**config.mk**
```make
export PLATFORM = sky130hd
export DESIGN_NAME = from8bit
export DESIGN_NICKNAME = d
export VERILOG_FILES = /design/src/rtl/conv8_pkg.sv /design/src/rtl/from8bit_byte_cnt.sv /design/src/rtl/from8bit.sv
export SDC_FILE = /design/constraint.sdc
export NUM_CORES = 1
export LEC_CHECK = 0
export CAP_MARGIN = 20
export CORE_AREA = 2 2 112 114
export CTS_BUF_LIST = sky130_fd_sc_hd__clkbuf_4 sky130_fd_sc_hd__clkbuf_8
export DETAILED_ROUTE_END_ITERATION = 8
export DIE_AREA = 0 0 114 116
export PLACE_DENSITY = 0.54
export SYNTH_ARGS = -nofsm -noshare
export SYNTH_HDL_FRONTEND = slang
export SYNTH_SLANG_ARGS = --single-unit
```
**constraint.sdc**
```tcl
create_clock -name clk -period 2.5 [get_ports clk]
set_clock_uncertainty 0.15 [all_clocks]
set_input_delay 0.25 -clock clk [delete_from_list [all_inputs] [get_ports clk]]
set_output_delay 0.25 -clock clk [all_outputs]
set_load 0.02 [all_outputs]
```
**src/rtl/conv8_pkg.sv**
```systemverilog
// Mode codes and word-length helpers shared by the byte serializer and the
// byte-to-word reassembler.
package conv8_pkg;

   localparam logic [1:0] MODE_8  = 2'b00;
   localparam logic [1:0] MODE_16 = 2'b01;
   localparam logic [1:0] MODE_32 = 2'b10;
   localparam logic [1:0] MODE_8B = 2'b11;

   // Both 8-bit codes collapse to one mode so switching between them is not a change.
   function automatic logic [1:0] mode_norm(input logic [1:0] mode);
      return (mode == MODE_8B) ? MODE_8 : mode;
   endfunction

   function automatic logic [2:0] word_len(input logic [1:0] mode);
      case (mode_norm(mode))
         MODE_16: return 3'd2;
         MODE_32: return 3'd4;
         default: return 3'd1;
      endcase
   endfunction

   function automatic logic [1:0] last_idx(input logic [1:0] mode);
      logic [2:0] n;
      n = word_len(mode) - 3'd1;
      return n[1:0];
   endfunction

endpackage

```
**src/rtl/from8bit_byte_cnt.sv**
```systemverilog
// 2-bit wrap counter tracking the byte position inside the word being rebuilt.
module byte_cnt (
   input  logic       clk,
   input  logic       rst_n,
   input  logic [1:0] term,
   input  logic       inc,
   input  logic       clr,
   output logic [1:0] cnt,
   output logic       last
);

   logic [1:0] cnt_q, cnt_d, base;

   // A clear in the same cycle as an increment makes that byte position 0.
   always_comb begin
      base  = clr ? '0 : cnt_q;
      last  = (base == term);
      cnt_d = base;
      if (inc) cnt_d = last ? '0 : base + 2'd1;
   end

   always_ff @(posedge clk or negedge rst_n) begin
      if (!rst_n) cnt_q <= '0;
      else        cnt_q <= cnt_d;
   end

   assign cnt = cnt_q;

endmodule

```
**src/rtl/from8bit.sv**
```systemverilog
// Byte-to-word reassembler: first byte received is the MSB of the 8/16/32-bit word.
// Optional startIn realignment is built when FROM8BIT_ALIGN_EN is defined.
module from8bit
   import conv8_pkg::*;
(
   input  logic        clk,
   input  logic        rst,
   input  logic        enb,
   input  logic        validIn,
   input  logic        startIn,
   input  logic [1:0]  dataS,
   input  logic [7:0]  dataIn,
   output logic [7:0]  dataOut,
   output logic [15:0] dataOut16,
   output logic [31:0] dataOut32,
   output logic        validOut,
   output logic        alignErr
);

   logic [1:0]  dataS_q;
   logic [23:0] part_q, part_d;
   logic [7:0]  dout8_q, dout8_d;
   logic [15:0] dout16_q, dout16_d;
   logic [31:0] dout32_q, dout32_d;
   logic        valid_q, valid_d;
   logic        align_q, align_d;
   logic        acc, chg, realign, last;
   logic [1:0]  cnt;

   assign acc = enb && validIn;
   assign chg = enb && (mode_norm(dataS) != mode_norm(dataS_q));

`ifdef FROM8BIT_ALIGN_EN
   assign realign = acc && startIn;
   assign align_d = realign && !chg && (cnt != 2'd0);
`else
   logic unused_in;
   assign realign   = 1'b0;
   assign align_d   = 1'b0;
   assign unused_in = ^{cnt, startIn};
`endif

   byte_cnt u_byte_cnt (
      .clk   (clk),
      .rst_n (rst),
      .term  (last_idx(dataS)),
      .inc   (acc),
      .clr   (chg || realign),
      .cnt   (cnt),
      .last  (last)
   );

   // Stale bytes left in part after a discard are shifted out before they are used.
   always_comb begin
      part_d   = part_q;
      dout8_d  = dout8_q;
      dout16_d = dout16_q;
      dout32_d = dout32_q;
      valid_d  = 1'b0;
      if (acc) begin
         if (last) begin
            valid_d = 1'b1;
            case (mode_norm(dataS))
               MODE_16: dout16_d = {part_q[7:0], dataIn};
               MODE_32: dout32_d = {part_q, dataIn};
               default: dout8_d  = dataIn;
            endcase
         end else begin
            part_d = {part_q[15:0], dataIn};
         end
      end
   end

   always_ff @(posedge clk or negedge rst) begin
      if (!rst) begin
         dataS_q  <= MODE_8;
         part_q   <= '0;
         dout8_q  <= '0;
         dout16_q <= '0;
         dout32_q <= '0;
         valid_q  <= 1'b0;
         align_q  <= 1'b0;
      end else begin
         if (enb) dataS_q <= dataS;
         part_q   <= part_d;
         dout8_q  <= dout8_d;
         dout16_q <= dout16_d;
         dout32_q <= dout32_d;
         valid_q  <= valid_d;
         align_q  <= align_d;
      end
   end

   assign dataOut   = dout8_q;
   assign dataOut16 = dout16_q;
   assign dataOut32 = dout32_q;
   assign validOut  = valid_q;
   assign alignErr  = align_q;

endmodule

```
## Word level (Yosys, flattened, before mapping)

Index checks and enable logic that the tools add are counted.

- Add/subtract/negate cells: 2
- Multipliers: 0
- Divide/modulo/power cells: 0
- Magnitude comparators: 0
- Equal/unequal tests: 6
- Shift operators: 0
- Muxes and demuxes: 8
- Bitwise logic cells: 2
- Reductions and logical operators: 7

Operator list:

| kind | number |
|---|---|
| 2-to-1 mux 2 bit | 5 |
| AND reduction 3 bit | 3 |
| equality test 2 bit, second input constant | 3 |
| one-hot mux 2 bit (2 select lines) | 1 |
| adder 2 x 1 -> 2 bit, second input constant | 1 |
| equality test 2 x 1 -> 1 bit, second input constant | 1 |
| equality test 2 bit | 1 |
| logical AND 1 bit | 2 |
| 2-to-1 mux 1 bit | 2 |
| inequality test 2 bit | 1 |
| NOT 1 bit | 2 |
| AND reduction 2 bit | 1 |
| OR reduction 2 bit | 1 |
| subtractor 2 x 1 -> 2 bit, second input constant | 1 |

- Register bits: 85
- Latch bits: 0
- RAM bits: 0
- ROM bits: 0
- Bits of input ports: 15
- Output and inout bits: 58
- Memories: 0

## Logic depth before layout (Yosys ltp)

- Depth after elaboration: 8
- Depth in mapped cells: 10

## Hierarchy

From an unflattened synthesis, not the netlist that was laid out.

- Cells, all modules: 213
- Area, all modules: 3603.5 µm²

Modules (own cells, without submodules):

| module | instances | cells each | area an instance (µm²) | seq. area each (µm²) |
|---|---|---|---|---|
| from8bit | 1 | 194 | 3437.0 | 2077.0 |
| byte_cnt | 1 | 19 | 166.4 | 50.0 |

## Worst setup path after synthesis

No wires, ideal clock.

- Path kind: input port to flip-flop
- Start point: input dataS[0]
- End point: register dout16_q[10], in the netlist dataOut16[10]
- Data arrival time: 2.021 ns
- Setup slack: 0.204 ns
- Stages on the path: 9
- Buffers on the path: 2
- Cell sequence: inv_1 > ha_1 > buf_2 > xor2_1 > a22o_1 > o21a_4 > o2111ai_4 > buf_6 > mux2_2

- Word-level cells in the longest chain between the ends: 7
- Elaborated cells on any way between the ends: 11
- Classes of those cells: 1 x add/sub; 5 x eq/ne; 3 x mux; 2 x reduce/logical

Ends and longest elaborated chain:

| item | RTL line | text |
|---|---|---|
| start: declaration | from8bit.sv:11 | `input logic [1:0] dataS,` |
| equality test 2 bit | conv8_pkg.sv:12 | `return (mode == MODE_8B) ? MODE_8 : mode;` |
| 2-to-1 mux 2 bit (*) | conv8_pkg.sv:12 |  |
| equality test 2 bit, or another cell as far along | conv8_pkg.sv:16 | `case (mode_norm(mode))` |
| one-hot mux 2 bit (2 select lines) / logical AND 1 bit (equally long branches) | conv8_pkg.sv:16, from8bit.sv:31 |  |
| subtractor 2 x 1 -> 2 bit / 2-to-1 mux 2 bit (equally long branches) | conv8_pkg.sv:25, from8bit_byte_cnt.sv:16 |  |
| equality test 2 bit | from8bit_byte_cnt.sv:17 | `last = (base == term);` |
| AND reduction 3 bit (no source line) (*) | -- |  |
| end signal: assignment | from8bit.sv:87 | `dout16_q <= dout16_d;` |
| end: declaration | from8bit.sv:23 | `logic [15:0] dout16_q, dout16_d;` |

Mark *: on every way between the ends. The rest lies on a longest branch, timed or not.
A chain may end at the register's enable or synchronous reset.

## Worst setup path in the final report

- Start point: register dataS_q[0]
- End point: register part_q[3]

- Word-level cells in the longest chain between the ends: 8

Ends and longest elaborated chain:

| item | RTL line | text |
|---|---|---|
| start: declaration | from8bit.sv:20 | `logic [1:0] dataS_q;` |
| start signal: assignment | from8bit.sv:84 | `if (enb) dataS_q <= dataS;` |
| equality test 2 bit | conv8_pkg.sv:12 |  |
| 2-to-1 mux 2 bit (*) | conv8_pkg.sv:12 |  |
| inequality test 2 bit (*) | from8bit.sv:31 | `assign chg = enb && (mode_norm(dataS) != mode_norm(dataS_q));` |
| logical AND 1 bit (*) | from8bit.sv:31 |  |
| 2-to-1 mux 2 bit (*) | from8bit_byte_cnt.sv:16 | `base = clr ? '0 : cnt_q;` |
| equality test 2 bit (*) | from8bit_byte_cnt.sv:17 |  |
| NOT 1 bit (no source line) (*) | -- |  |
| AND reduction 2 bit (no source line) (*) | -- |  |
| end signal: assignment | from8bit.sv:85 | `part_q <= part_d;` |
| end: declaration | from8bit.sv:21 | `logic [23:0] part_q, part_d;` |

Marks and branches as above.

==> key figures <==
Setup path
  – Worst Setup End Kind: flip-flop
  – CP top delay family: flip-flops
  – CP max-delay cell: dfrtp_1
  – Crit path max fanout: 8
  – Critical path buffers and inverters: 1
  – WP data required: 2590 ps
  – R2R Setup Slk: 180 ps
  – R2r worst-path depth: 7
  – Setup Crit Path Kind: flip-flop to flip-flop
  – WP depth: 7
  – Cell breakdown of the critical path: xor2_1, a22o_1, nor3_4, o21ai_1, nand2_2, clkbuf_16, mux2_2
  – CP max stage delay: 490 ps
  – Setup crit start kind: flip-flop
  – Critical Path AT: 2410 ps

Logic synthesis
  – Yosys top cell area share: 60.0%
  – Synth area leader: dfrtp_1
  – Mapped Avg Cell Area: 16.0 um2
  – Syn Inst Count: 222
  – Cell with the most instances after synthesis: dfrtp_1
  – Mapped Nets: 240
  – Synth cell count leaders: 85 x dfrtp_1, 73 x mux2_2, 7 x buf_6
  – YS warnings: 0
  – Post-synth cell types: 37
  – Top FF cell, synth: dfrtp_1
  – Mapped cell area: 3540 um2
  – Seq/Total Area, Yosys: 60.0%
  – Synth area leaders: dfrtp_1 60%, mux2_2 23%, mux2_4 2.5%
  – Number of enable flip-flop cells after synthesis: 0
  – Flops & latches, synth: 85
  – Post-synth ARST share: 100%

Layout
  – Antenna diodes: 0
  – Share of layout cells above drive strength 1: 41.1%
  – Fin util: 40.6%
  – Area Growth Syn to Fin: 36.6%
  – Fin nets: 333

Floorplan
  – DIE WIDTH: 114 um
  – Row cnt: 40
  – Initial Util: 29.7%
  – Chip Height: 116 um
  – Io pins: 73
  – Die Area: 13200 um2
  – Core area: 11900 um2

Worst hold path
  – Cell depth of the worst hold path: 2
  – Hold crit path type: primary input to flip-flop

Placed design
  – Dpl hpwl: 4940 um
  – IO buf count: 70
  – Worst slack, placed: -429 ps
  – RePlAce Congestion: 0.722

Timing
  – Final worst setup slack: 183 ps
  – Fin. max-slew vios: 0
  – Final Hold Viols: 0
  – Worst hold slack: 125 ps
  – Setup TNS: 0 ps
  – Crit path time final: 2320 ps
  – Worst slew pin tran: 539 ps
  – Fmax: 432 MHz
  – Crit share post-route: 92.7%
  – Finish-stage setup viols: 0
  – RSZ-0062 raised after global routing: false
  – Relative slew slack: 64.1%

Route
  – Iter 0 DRT Violations: 84
  – Via-to-Cell Ratio: 4.47
  – Wirelength, routed: 7200 um
  – Router iterations before antenna repair: 4
  – Antenna Nets Post-Route: 0
  – DRC: 0
  – Routed len/inst: 15.5 um
  – DR vias: 2081

Clock tree
  – Clk_lat worst skew: 350 ps
  – Clk root buf: clkbuf_8
  – Clock sinks: 85
  – Num CTS Buffers: 9
  – Htree depth: 3
  – CTS tree: done
  – Longest Clk Path Bufs: 2
  – Clock-pin slew on the worst setup and hold paths: 90 ps

Outcome
  – Status: completed

Global routing
  – First-pass GRT wire length: 12000 um
  – Initial antenna violation count: 0
  – M1 GR Usage: 15.6%
  – Vias in the first global route: 2242
  – Met3 GRT Util: 3.24%
  – Met2 Resource Use GR: 18.5%
  – Largest net degree at the start of global routing: 47
  – Total congestion overflow: 0
  – Global Route Usage Sum: 11.8%
  – GR peak layer: met2

Flow run
  – Max cap viols: 0

Power
  – Tot Pwr: 5.47 mW
  – PwrDens: 1130 nW/um2
  – Worst vdd ir: 0.480 mV
  – Leak pwr: 2.14 nW
==> repair_timing <==
| action | 4_1_cts | 5_1_grt |
|---|---|---|
| pin swaps | 2 | 4 |
| setup buffers | 1 | 1 |
| hold buffers | 1 | 0 |
| hold endpoints to repair | 39 | 0 |
| cloned | 0 | 1 |
| endpoints found under the setup margin | 54 | 76 |
| resized for setup | 2 | 5 |
==> final cells by class <==
type	instances	area [um2]
Fill cell	1150	7070
Timing Repair Buffer	93	958
Tap cell	147	184
Clock inverter	5	83.8
Multi-Input combinational cell	122	1330
Clock buffer	10	138
Sequential cell	85	2130
Inverter	4	15.0
==> worst register-to-register path, stage by stage (launching register included) <==
cell,delay (ps)
dfrtp_1,490
xor2_1,220
a22o_1,260
nor3_4,270
o21ai_1,140
nand2_2,180
clkbuf_16,190
mux2_2,330
==> final timing paths <==
| path | from | to |
|---|---|---|
| max | dataS_q[0] | part_q[3] |
| min | dataS[0] | dataS_q[0] |
| max reg2reg | dataS_q[0] | part_q[3] |
| min reg2reg | dataOut[1] | dataOut[1] |
| max in group asynchronous | rst | dataOut32[2] |
| min in group asynchronous | rst | u_byte_cnt.cnt[1] |
==> registers in the layout, summed over array words and instances, names as in the netlist <==
| name | flops |
|---|---|
| dataOut | 8 |
| dataOut16 | 16 |
| dataOut32 | 32 |
| dataS_q | 2 |
| part_q | 24 |
| u_byte_cnt.cnt | 2 |
| validOut | 1 |
==> per-stage QoR <==
step / cell area (um2) / instances
finish: 4840 / 466
global route: 4840 / 466
CTS: 4770 / 464
detailed placement: 4530 / 447
global placement: 4530 / 447
floorplan: 3540 / 222
==> cell families after synthesis <==
family	synth area share [%]
other	0.106
xor gates and xnor gates	0.495
AOI/OAI and AO/OA	3.81
adders and majority gates	1.06
buffers and inverters	3.36
DFF	60.0
and+or+nand+nor	4.13
muxes	27.0
==> per-layer routing <==
metal | wire length, um | vias up
li1 | - | 973
met1 | 3400 | 1054
met2 | 3350 | 45
met3 | 343 | 9
met4 | 110 | 0
met5 | 0 | -
==> power by group <==
group          internal (mW)  switching, mW  total, mW
Sequential              1.94          0.331       2.27
Clock                  0.588          0.500       1.09
Combinational           1.19          0.922       2.12
==> placed cells by master (no fill, tap or decap), types with 2 or more instances in the layout <==
master / synthesis / layout
a21oi_1: 2 / 2
dlymetal6s2s_1: 0 / 2
clkdlybuf4s50_1: 0 / 67
mux2_2: 73 / 73
nand2_1: 3 / 3
mux2_1: 3 / 3
clkbuf_8: 0 / 10
buf_4: 2 / 17
nor3_4: 2 / 2
nand2_2: 2 / 2
nor2_1: 3 / 3
mux2_4: 6 / 6
dfrtp_1: 85 / 85
buf_12: 0 / 5
clkinvlp_4: 0 / 2
inv_1: 4 / 4
bufinv_16: 0 / 2
o2111ai_4: 2 / 2
nand2b_1: 3 / 3
Power figures use the tool's default switching activity.
==> variant: new RTL, config.mk and constraints unchanged <==
Make the reset (`rst` and `rst_n`) synchronous in 2 clocked blocks.
--- a/src/rtl/from8bit_byte_cnt.sv
+++ b/src/rtl/from8bit_byte_cnt.sv
@@ -19,7 +19,7 @@
       if (inc) cnt_d = last ? '0 : base + 2'd1;
    end
 
-   always_ff @(posedge clk or negedge rst_n) begin
+   always_ff @(posedge clk) begin
       if (!rst_n) cnt_q <= '0;
       else        cnt_q <= cnt_d;
    end
--- a/src/rtl/from8bit.sv
+++ b/src/rtl/from8bit.sv
@@ -71,7 +71,7 @@
       end
    end
 
-   always_ff @(posedge clk or negedge rst) begin
+   always_ff @(posedge clk) begin
       if (!rst) begin
          dataS_q  <= MODE_8;
          part_q   <= '0;
Formal check against the unedited RTL: differs if rst is asserted again (counterexample within 4 cycles, from zero or initial values and one cycle with rst low); with rst held inactive, the same outputs for 10 cycles.
==> variant against the original RTL <==
  * Critical path depth stayed put
  * Area after synthesis is 4.1% lower
  * Setup slack worse by 0.064 ns
  * Sequential cell count stayed put
  * Count of clock-buffer cells in the layout stayed put
  * Routed wire length is 22% higher
  * Design area is 2.4% lower
Power is not compared: it rests on default switching activity, and its combinational part moved more than twofold at a synthesized area within 25%.
==> variant: results (changes against the original RTL) <==
[outcome]
outcome = complete, no violations

[yosys]
ys.flop_type = dfxtp_1
synth_nets = 355  ; +48%
syn_inst = 337  ; +52%
synth_commonest_cells = 85 x dfxtp_1, 84 x nand2_1, 74 x mux2i_1
synthArstFlopShare = 0  ; -1.00
netlist_top_cells_area = dfxtp_1 50%, mux2i_1 22%, nand2_1 9.3%, a211oi_4 2.4%, nand3_1 1.8%
ys_types = 33  ; -11%
ys_seq_area_frac = 0.501  ; -0.0998

[setup_path]
max_stage_delay_ns = 0.45  ; -0.04 ns
crit_slowest_cell = or3b_4
rrSetupSlack_ns = 0.12  ; -0.06 ns
arrival_ns = 2.53  ; +0.12 ns
crit_path_start = dataS_q[1]
path_delay_family = compound AO/OA/AOI/OAI gates

[layout]
comb.multi_input.count = 223  ; +83%
drive_gt1_frac = 0.141  ; -0.270
nonClockInverterCount = 6  ; +2
seq_cell_count = 85  ; unchanged
n_fill_cell = 1177  ; +2.3%
clk_share = 0.0376  ; -0.00815
sh_seq_area = 0.360  ; -0.0791
area_share_nonclk_buffers = 0.216  ; +0.0178
clkbuf_count = 10  ; unchanged
multi_input_area_sq_mm = 0.00162  ; +21%
signal_buffers = 97  ; +4.3%
nNetsFinal = 440  ; +32%

[global_route]
grt_pass1_vias = 2489  ; +11%
grt_max_degree = 39  ; -17%
grt_usage = 0.129  ; +0.0118
grt_pass1_wl_microns = 13200  ; +11%

[detailed_routing]
drt_iter0_drc = 92  ; +9.5%
route.vias.total = 2591  ; +25%
drtPass1Iterations = 4  ; unchanged
via_per_inst = 4.51  ; +1.1%
wl_microns = 8760  ; +22%

[power]
p_per_area_mw_per_mm2 = 553
ir_drop_uv = 226
leakagePower_nw = 1.78

[placed_design]
gp_congestion = 0.753  ; +4.3%
io_buffers = 70  ; unchanged
place_ws_ns = -0.443  ; -0.0141 ns
place_area_sq_mm = 0.00433  ; -4.4%
place_hpwl_microns = 5670  ; +15%
placed_cells = 550  ; +23%

[sta]
period_needed_ns = 2.38  ; +0.0638 ns
holdWs_ns = 0.181  ; +0.0556 ns
hold_viol_final = 0  ; unchanged
worst_pin_slew_ns = 0.503  ; -0.0357 ns

[clock_network]
post-cts-setup-buffers = 2  ; +1
clk_latency_ns = 0.37  ; +0.02 ns
cts_resized = 6  ; +4

[min_path]
min_path_type = input port to flop

## variant: cell families (layout without fill, tap and decap cells)
group / Yosys count / in the layout / synth area share
simple gates: 112 / 112 / 0.141
mux: 74 / 74 / 0.218
xor+xnor: 2 / 2 / 0.00516
fa+ha+maj: 3 / 3 / 0.0110
buf+inv: 29 / 119 / 0.0453
compound gates: 31 / 31 / 0.0777
flops: 85 / 85 / 0.501
other cells: 1 / 1 / 0.00110
## variant: worst paths after layout
| path | to | cells after the start |
|---|---|---|
| max | dataOut32[30] | 7 |
| min | dataS_q[0] | 3 |
| max reg2reg | dataOut32[30] | 7 |
| min reg2reg | dataOut32[17] | 2 |
## variant: per-layer routing
layer,global-route usage,share of wire,vias up
met5,0,0,-
met4,0.0496,0.015,0
met3,0.0361,0.040,11
met2,0.193,0.45,48
met1,0.178,0.50,1219
li1,-,-,1313
## variant: report_power, final
group | internal [mW] | switching, mW
clock network | 0.383 | 0.529
registers | 1.38 | 0.0158
logic | 0.136 | 0.171
